==> src/rtl/csa_seq_multiplier.sv <==
// csa_seq_multiplier: iterative WIDTH x WIDTH multiplier, carry-save accumulate then one resolve cycle.
// Define CSA_MUL_SIGNED_EN for two's complement operands (last row subtracted).
module csa_seq_multiplier #(
  parameter int WIDTH          = 8,
  parameter int ROWS_PER_CYCLE = 1
) (
  input  logic                 clk,
  input  logic                 rst_n,
  input  logic                 flush,
  input  logic                 in_valid,
  output logic                 in_ready,
  input  logic [WIDTH-1:0]     a,
  input  logic [WIDTH-1:0]     b,
  output logic                 out_valid,
  input  logic                 out_ready,
  output logic [2*WIDTH-1:0]   product,
  output logic                 busy
);
  localparam int N  = WIDTH / ROWS_PER_CYCLE;
  localparam int CW = $clog2(N + 1);
  localparam int PW = 2 * WIDTH;
  if (WIDTH < 2 || WIDTH % ROWS_PER_CYCLE != 0) begin : g_bad_cfg
    $error("csa_seq_multiplier: WIDTH must be >=2 and divisible by ROWS_PER_CYCLE");
  end
  typedef enum logic [1:0] {IDLE, ACCUM, RESOLVE, DONE} state_t;
  state_t        state_q, state_d;
  logic [PW-1:0] a_q, a_d, sum_q, sum_d, carry_q, carry_d, prod_q, prod_d;
  logic [WIDTH-1:0] b_q, b_d;
  logic [CW-1:0] cnt_q, cnt_d;
  logic [PW-1:0] fs, fc, pp, ns, a_ext;
  logic          last;
  always_comb begin
`ifdef CSA_MUL_SIGNED_EN
    a_ext = {{WIDTH{a[WIDTH-1]}}, a};
`else
    a_ext = {{WIDTH{1'b0}}, a};
`endif
    last = cnt_q == CW'(N - 1);
    fs = sum_q;
    fc = carry_q;
    pp = '0;
    ns = '0;
    // a_q/b_q shift each cycle so row r of this fold always sits at bit r
    for (int r = 0; r < ROWS_PER_CYCLE; r++) begin
      pp = b_q[r] ? a_q << r : '0;
`ifdef CSA_MUL_SIGNED_EN
      if (last && r == ROWS_PER_CYCLE - 1) pp = ~pp;
`endif
      ns = fs ^ fc ^ pp;
      fc = ((fs & fc) | (fs & pp) | (fc & pp)) << 1;
      fs = ns;
    end
  end
  always_comb begin
    state_d = state_q;
    a_d     = a_q;
    b_d     = b_q;
    cnt_d   = cnt_q;
    sum_d   = sum_q;
    carry_d = carry_q;
    prod_d  = prod_q;
    case (state_q)
      IDLE: if (in_valid) begin
        state_d = ACCUM;
        a_d     = a_ext;
        b_d     = b;
        cnt_d   = '0;
        sum_d   = '0;
        carry_d = '0;
      end
      ACCUM: begin
        sum_d   = fs;
        carry_d = fc;
        a_d     = a_q << ROWS_PER_CYCLE;
        b_d     = b_q >> ROWS_PER_CYCLE;
        cnt_d   = last ? '0 : cnt_q + CW'(1);
        state_d = last ? RESOLVE : ACCUM;
      end
      RESOLVE: begin
`ifdef CSA_MUL_SIGNED_EN
        prod_d = sum_q + carry_q + PW'(1);
`else
        prod_d = sum_q + carry_q;
`endif
        state_d = DONE;
      end
      DONE: state_d = out_ready ? IDLE : DONE;
      default: state_d = IDLE;
    endcase
    if (flush) begin
      state_d = IDLE;
      cnt_d   = '0;
      sum_d   = '0;
      carry_d = '0;
      prod_d  = prod_q;
    end
  end
  always_ff @(posedge clk) begin
    if (!rst_n) begin
      state_q <= IDLE;
      a_q     <= '0;
      b_q     <= '0;
      cnt_q   <= '0;
      sum_q   <= '0;
      carry_q <= '0;
      prod_q  <= '0;
    end else begin
      state_q <= state_d;
      a_q     <= a_d;
      b_q     <= b_d;
      cnt_q   <= cnt_d;
      sum_q   <= sum_d;
      carry_q <= carry_d;
      prod_q  <= prod_d;
    end
  end
  assign in_ready  = state_q == IDLE;
  assign out_valid = state_q == DONE;
  assign busy      = state_q == ACCUM || state_q == RESOLVE;
  assign product   = prod_q;
endmodule

==> config.mk <==
export PLATFORM = sky130hd
export DESIGN_NAME = csa_seq_multiplier
export DESIGN_NICKNAME = d
export VERILOG_FILES = /design/src/rtl/csa_seq_multiplier.sv
export SDC_FILE = /design/constraint.sdc
export NUM_CORES = 1
export LEC_CHECK = 0
export CORE_AREA = 2 2 101 103
export CTS_BUF_LIST = sky130_fd_sc_hd__clkbuf_8 sky130_fd_sc_hd__clkbuf_16
export DETAILED_ROUTE_END_ITERATION = 8
export DIE_AREA = 0 0 103 105
export GPL_ROUTABILITY_DRIVEN = 0
export GPL_TIMING_DRIVEN = 0
export PLACE_DENSITY_LB_ADDON = 0.05
export SLEW_MARGIN = 20
export SYNTH_ARGS = -nofsm -noshare
export SYNTH_HDL_FRONTEND = slang
export SYNTH_SLANG_ARGS = --single-unit
==> constraint.sdc <==
create_clock -name clk -period 4.98 [get_ports clk]
set_input_delay 0.498 -clock clk [delete_from_list [all_inputs] [get_ports clk]]
set_output_delay 0.498 -clock clk [all_outputs]
set_load 0.01 [all_outputs]
==> flow_summary.json <==
{
  "path_cells": "ha_1 -> fa_1 -> a21o_2 -> and3_2 -> o21a_1 -> or3_1 -> nand3_1",
  "die_y_um": 105,
  "num_rows": 36,
  "clkTransAtPathRegs_ps": 90,
  "slowest_delay_ps": 410,
  "netSwitchingFraction_pct": 25.66,
  "cts_max_level": 3,
  "placedCellCount": 680,
  "cts_resized": 0,
  "syn-num-nets": 564,
  "fin_cells": 696,
  "ys_seq_area_share_pct": 36.21,
  "cp_max_fo": 6,
  "cp-start-kind": "flip-flop",
  "io-pin-count": 40,
  "syn_avg_cell_area_um2": 8.379,
  "synth_top_flop_cell": "dfxtp_1",
  "core-area_mm2": 0.009639,
  "worst_pin_slew_ps": 745.7,
  "yosysWarningCount": 0,
  "synth.cell_area_mm2": 0.004257,
  "timing.final.ws_setup_ps": 2780,
  "intPower_w": 0.0009816,
  "max_freq_mhz": 454.5,
  "grt_setup_unrepaired": "no",
  "relSlewSlack_pct": 49.76,
  "hold_buffers": 0,
  "firstDrtPassIters": 6,
  "worstHoldPathType": "reg -> reg",
  "cp_top_family": "simple AND/OR/NAND/NOR gates",
  "outcome": "finished, final reports clean",
  "endpoint_kind": "flip-flop",
  "p_switching_w": 0.0003388,
  "post_drt_wl_per_cell_um": 14.67,
  "syn_inst": 508,
  "power_density_mw_per_mm2": 261.7,
  "hold_violations": 0,
  "total_power_w": 0.001320,
  "drv_slew": 0,
  "dp_hpwl_mm": 7.752,
  "seq_power_share_pct": 48.4,
  "die_area_mm2": 0.01082,
  "setup_viol": 0,
  "required_ps": 5280,
  "pre_cts_ws_ps": 2481,
  "synthToLayoutAreaGrowth_pct": 18.52,
  "power_frac_clock_pct": 42.0,
  "die_w_um": 103,
  "antenna_found_initial": 0,
  "drive_gt1_share_pct": 5.151,
  "antenna_cells": 0,
  "crit_buf_inv": 0,
  "ff_latch_area_mm2": 0.001541,
  "first_global_vias": 3551,
  "cts_buffers": 9,
  "tns_ps": 0,
  "layout_commonest_cell": "dfxtp_1",
  "cts_sinks": 77,
  "post-route-drc-count": 0,
  "async_reset_ff_share_pct": 0,
  "grt_max_degree": 15,
  "fin_crit_ps": 2200,
  "cellLeakagePower_nw": 1.856,
  "initialDrtViolationCount": 158,
  "crit_path_top_delay_cell": "fa_1",
  "post_cts_buffers": 0,
  "multiInputGateArea_mm2": 0.002450,
  "grt_pass1_wl_mm": 17.20,
  "finClkSkew_ps": 11.99,
  "cts-root-buf": "clkbuf_8",
  "drtAntennaViolNets": 0,
  "combPwrFrac_pct": 9.6,
  "min_period_over_period_pct": 44.18,
  "initial_utilization_pct": 44.16,
  "grt-ovfl-total": 0,
  "viasPerCell": 5.287,
  "wirelength_mm": 10.21,
  "worstPathArrival_ps": 2500,
  "vdd_drop_max_v": 0.0001205,
  "max_cap_viol_count": 0,
  "port-buffer-count": 39,
  "nNetsFinal": 614,
  "synth-edff-count": 0,
  "dr_total_vias": 3680,
  "grt_usage_pct": 20.02,
  "nFillCells": 952,
  "mostFrequentLayoutCells": "77 x dfxtp_1, 69 x nor2_1, 52 x nand2_1, 41 x a21oi_1, 39 x clkdlybuf4s50_1",
  "synth-seq-cells": 77,
  "yosysUniqueCellTypes": 47,
  "cts_buffer_depth": 2,
  "tritoncts": "done",
  "insertion_delay_ps": 350,
  "criticalPathCategory": "reg -> reg"
}
## worst register-to-register path, cell delays in order, from the launching register on
cell and delay [ps]:
dfxtp_1 360, ha_1 230, fa_1 410, a21o_2 210, and3_2 210, o21a_1 260
or3_1 390, nand3_1 80
## sequential cells by signal (all words and copies together) (netlist names)
signal   count
product     16
a_q         16
sum_q       16
b_q          8
carry_q     15
cnt_q        4
state_q      2
## per-stage QoR
step | area [um2] | utilization, % | hold slack (ps)
floorplan | 4257 | - | 440.7
global placement | 4813 | 49.94 | 457.0
detailed placement | 4813 | 49.94 | 464.8
CTS | 5045 | 52.34 | 477.5
global route | 5045 | 52.34 | 493.3
finish | 5045 | 52.34 | 471.4
## power by group through the flow
stage / logic [W] / registers (W) / clock network, W
floorplan: 0.0000799 / 0.000651 / 0
detailed placement: 0.000128 / 0.000654 / 0
global route: 0.000141 / 0.000642 / 0.000592
global placement: 0.000127 / 0.000653 / 0
finish: 0.000126 / 0.000639 / 0.000555
CTS: 0.000128 / 0.000639 / 0.000565
## cell type report
| type | instances | area share, % |
|---|---|---|
| multi-input cells | 365 | 48.56 |
| well taps | 133 | 3.299 |
| inverters | 36 | 2.679 |
| clock inverters | 6 | 1.860 |
| clock buffers | 10 | 2.728 |
| plain buffers | 30 | 2.579 |
| repair buffers | 39 | 7.738 |
| flip-flops and latches | 77 | 30.56 |
## layer usage
layer | GRT usage, % | vias up | share of wire (%)
li1 | - | 1850 | -
met4 | 5.451 | 0 | 1.1
met2 | 33.49 | 83 | 48
met5 | 0 | - | 0
met1 | 26.98 | 1735 | 47
met3 | 2.408 | 12 | 3.4
## kinds of logic after synthesis
kind of cell / Yosys count / synth area share [%]
adder cells (fa/ha/maj): 35 / 12.93
flip-flops: 77 / 36.21
multiplexers: 17 / 3.998
AO/OA/AOI/OAI: 120 / 19.28
AND/OR/NAND/NOR: 188 / 20.31
buffers and inverters: 66 / 6.232
XOR/XNOR: 5 / 1.029
## Yosys cell counts, types with 2 or more instances
master | count | area share [%]
dfxtp_1 | 77 | 36
nor2_1 | 69 | 6.1
nand2_1 | 52 | 4.6
a21oi_1 | 41 | 4.8
inv_1 | 36 | 3.2
ha_1 | 20 | 5.9
nand3_1 | 20 | 2.4
clkbuf_1 | 19 | 1.7
mux2i_1 | 17 | 4.0
o211a_1 | 16 | 3.8
fa_1 | 15 | 7.1
a22oi_1 | 11 | 1.9
nor2b_1 | 11 | 1.6
o21ai_0 | 11 | 1.3
a21boi_0 | 8 | 1.4
buf_2 | 8 | 0.94
o211ai_1 | 7 | 1.2
nand3b_1 | 6 | 1.1
and2_1 | 5 | 0.73
nand4_1 | 5 | 0.73
nor3b_1 | 5 | 0.88
a211oi_1 | 4 | 0.71
and3_1 | 4 | 0.59
xor2_1 | 4 | 0.82
a311oi_1 | 3 | 0.62
nor3_1 | 3 | 0.35
o21a_1 | 3 | 0.53
a21o_1 | 2 | 0.35
a31oi_1 | 2 | 0.29
a32oi_1 | 2 | 0.41
buf_4 | 2 | 0.35
nand2b_1 | 2 | 0.29
o221ai_1 | 2 | 0.41
o31ai_1 | 2 | 0.35
or3_1 | 2 | 0.29
## worst paths after layout
kind                      end       start  slack [ps]  cells after the start
setup / recovery  product[13]  carry_q[1]        2780                      7
hold / removal     product[1]  product[1]         470                      2
setup reg to reg  product[13]  carry_q[1]        2780                      7
hold reg to reg    product[1]  product[1]         470                      2
Note: power is estimated with default switching activity, not from simulation.
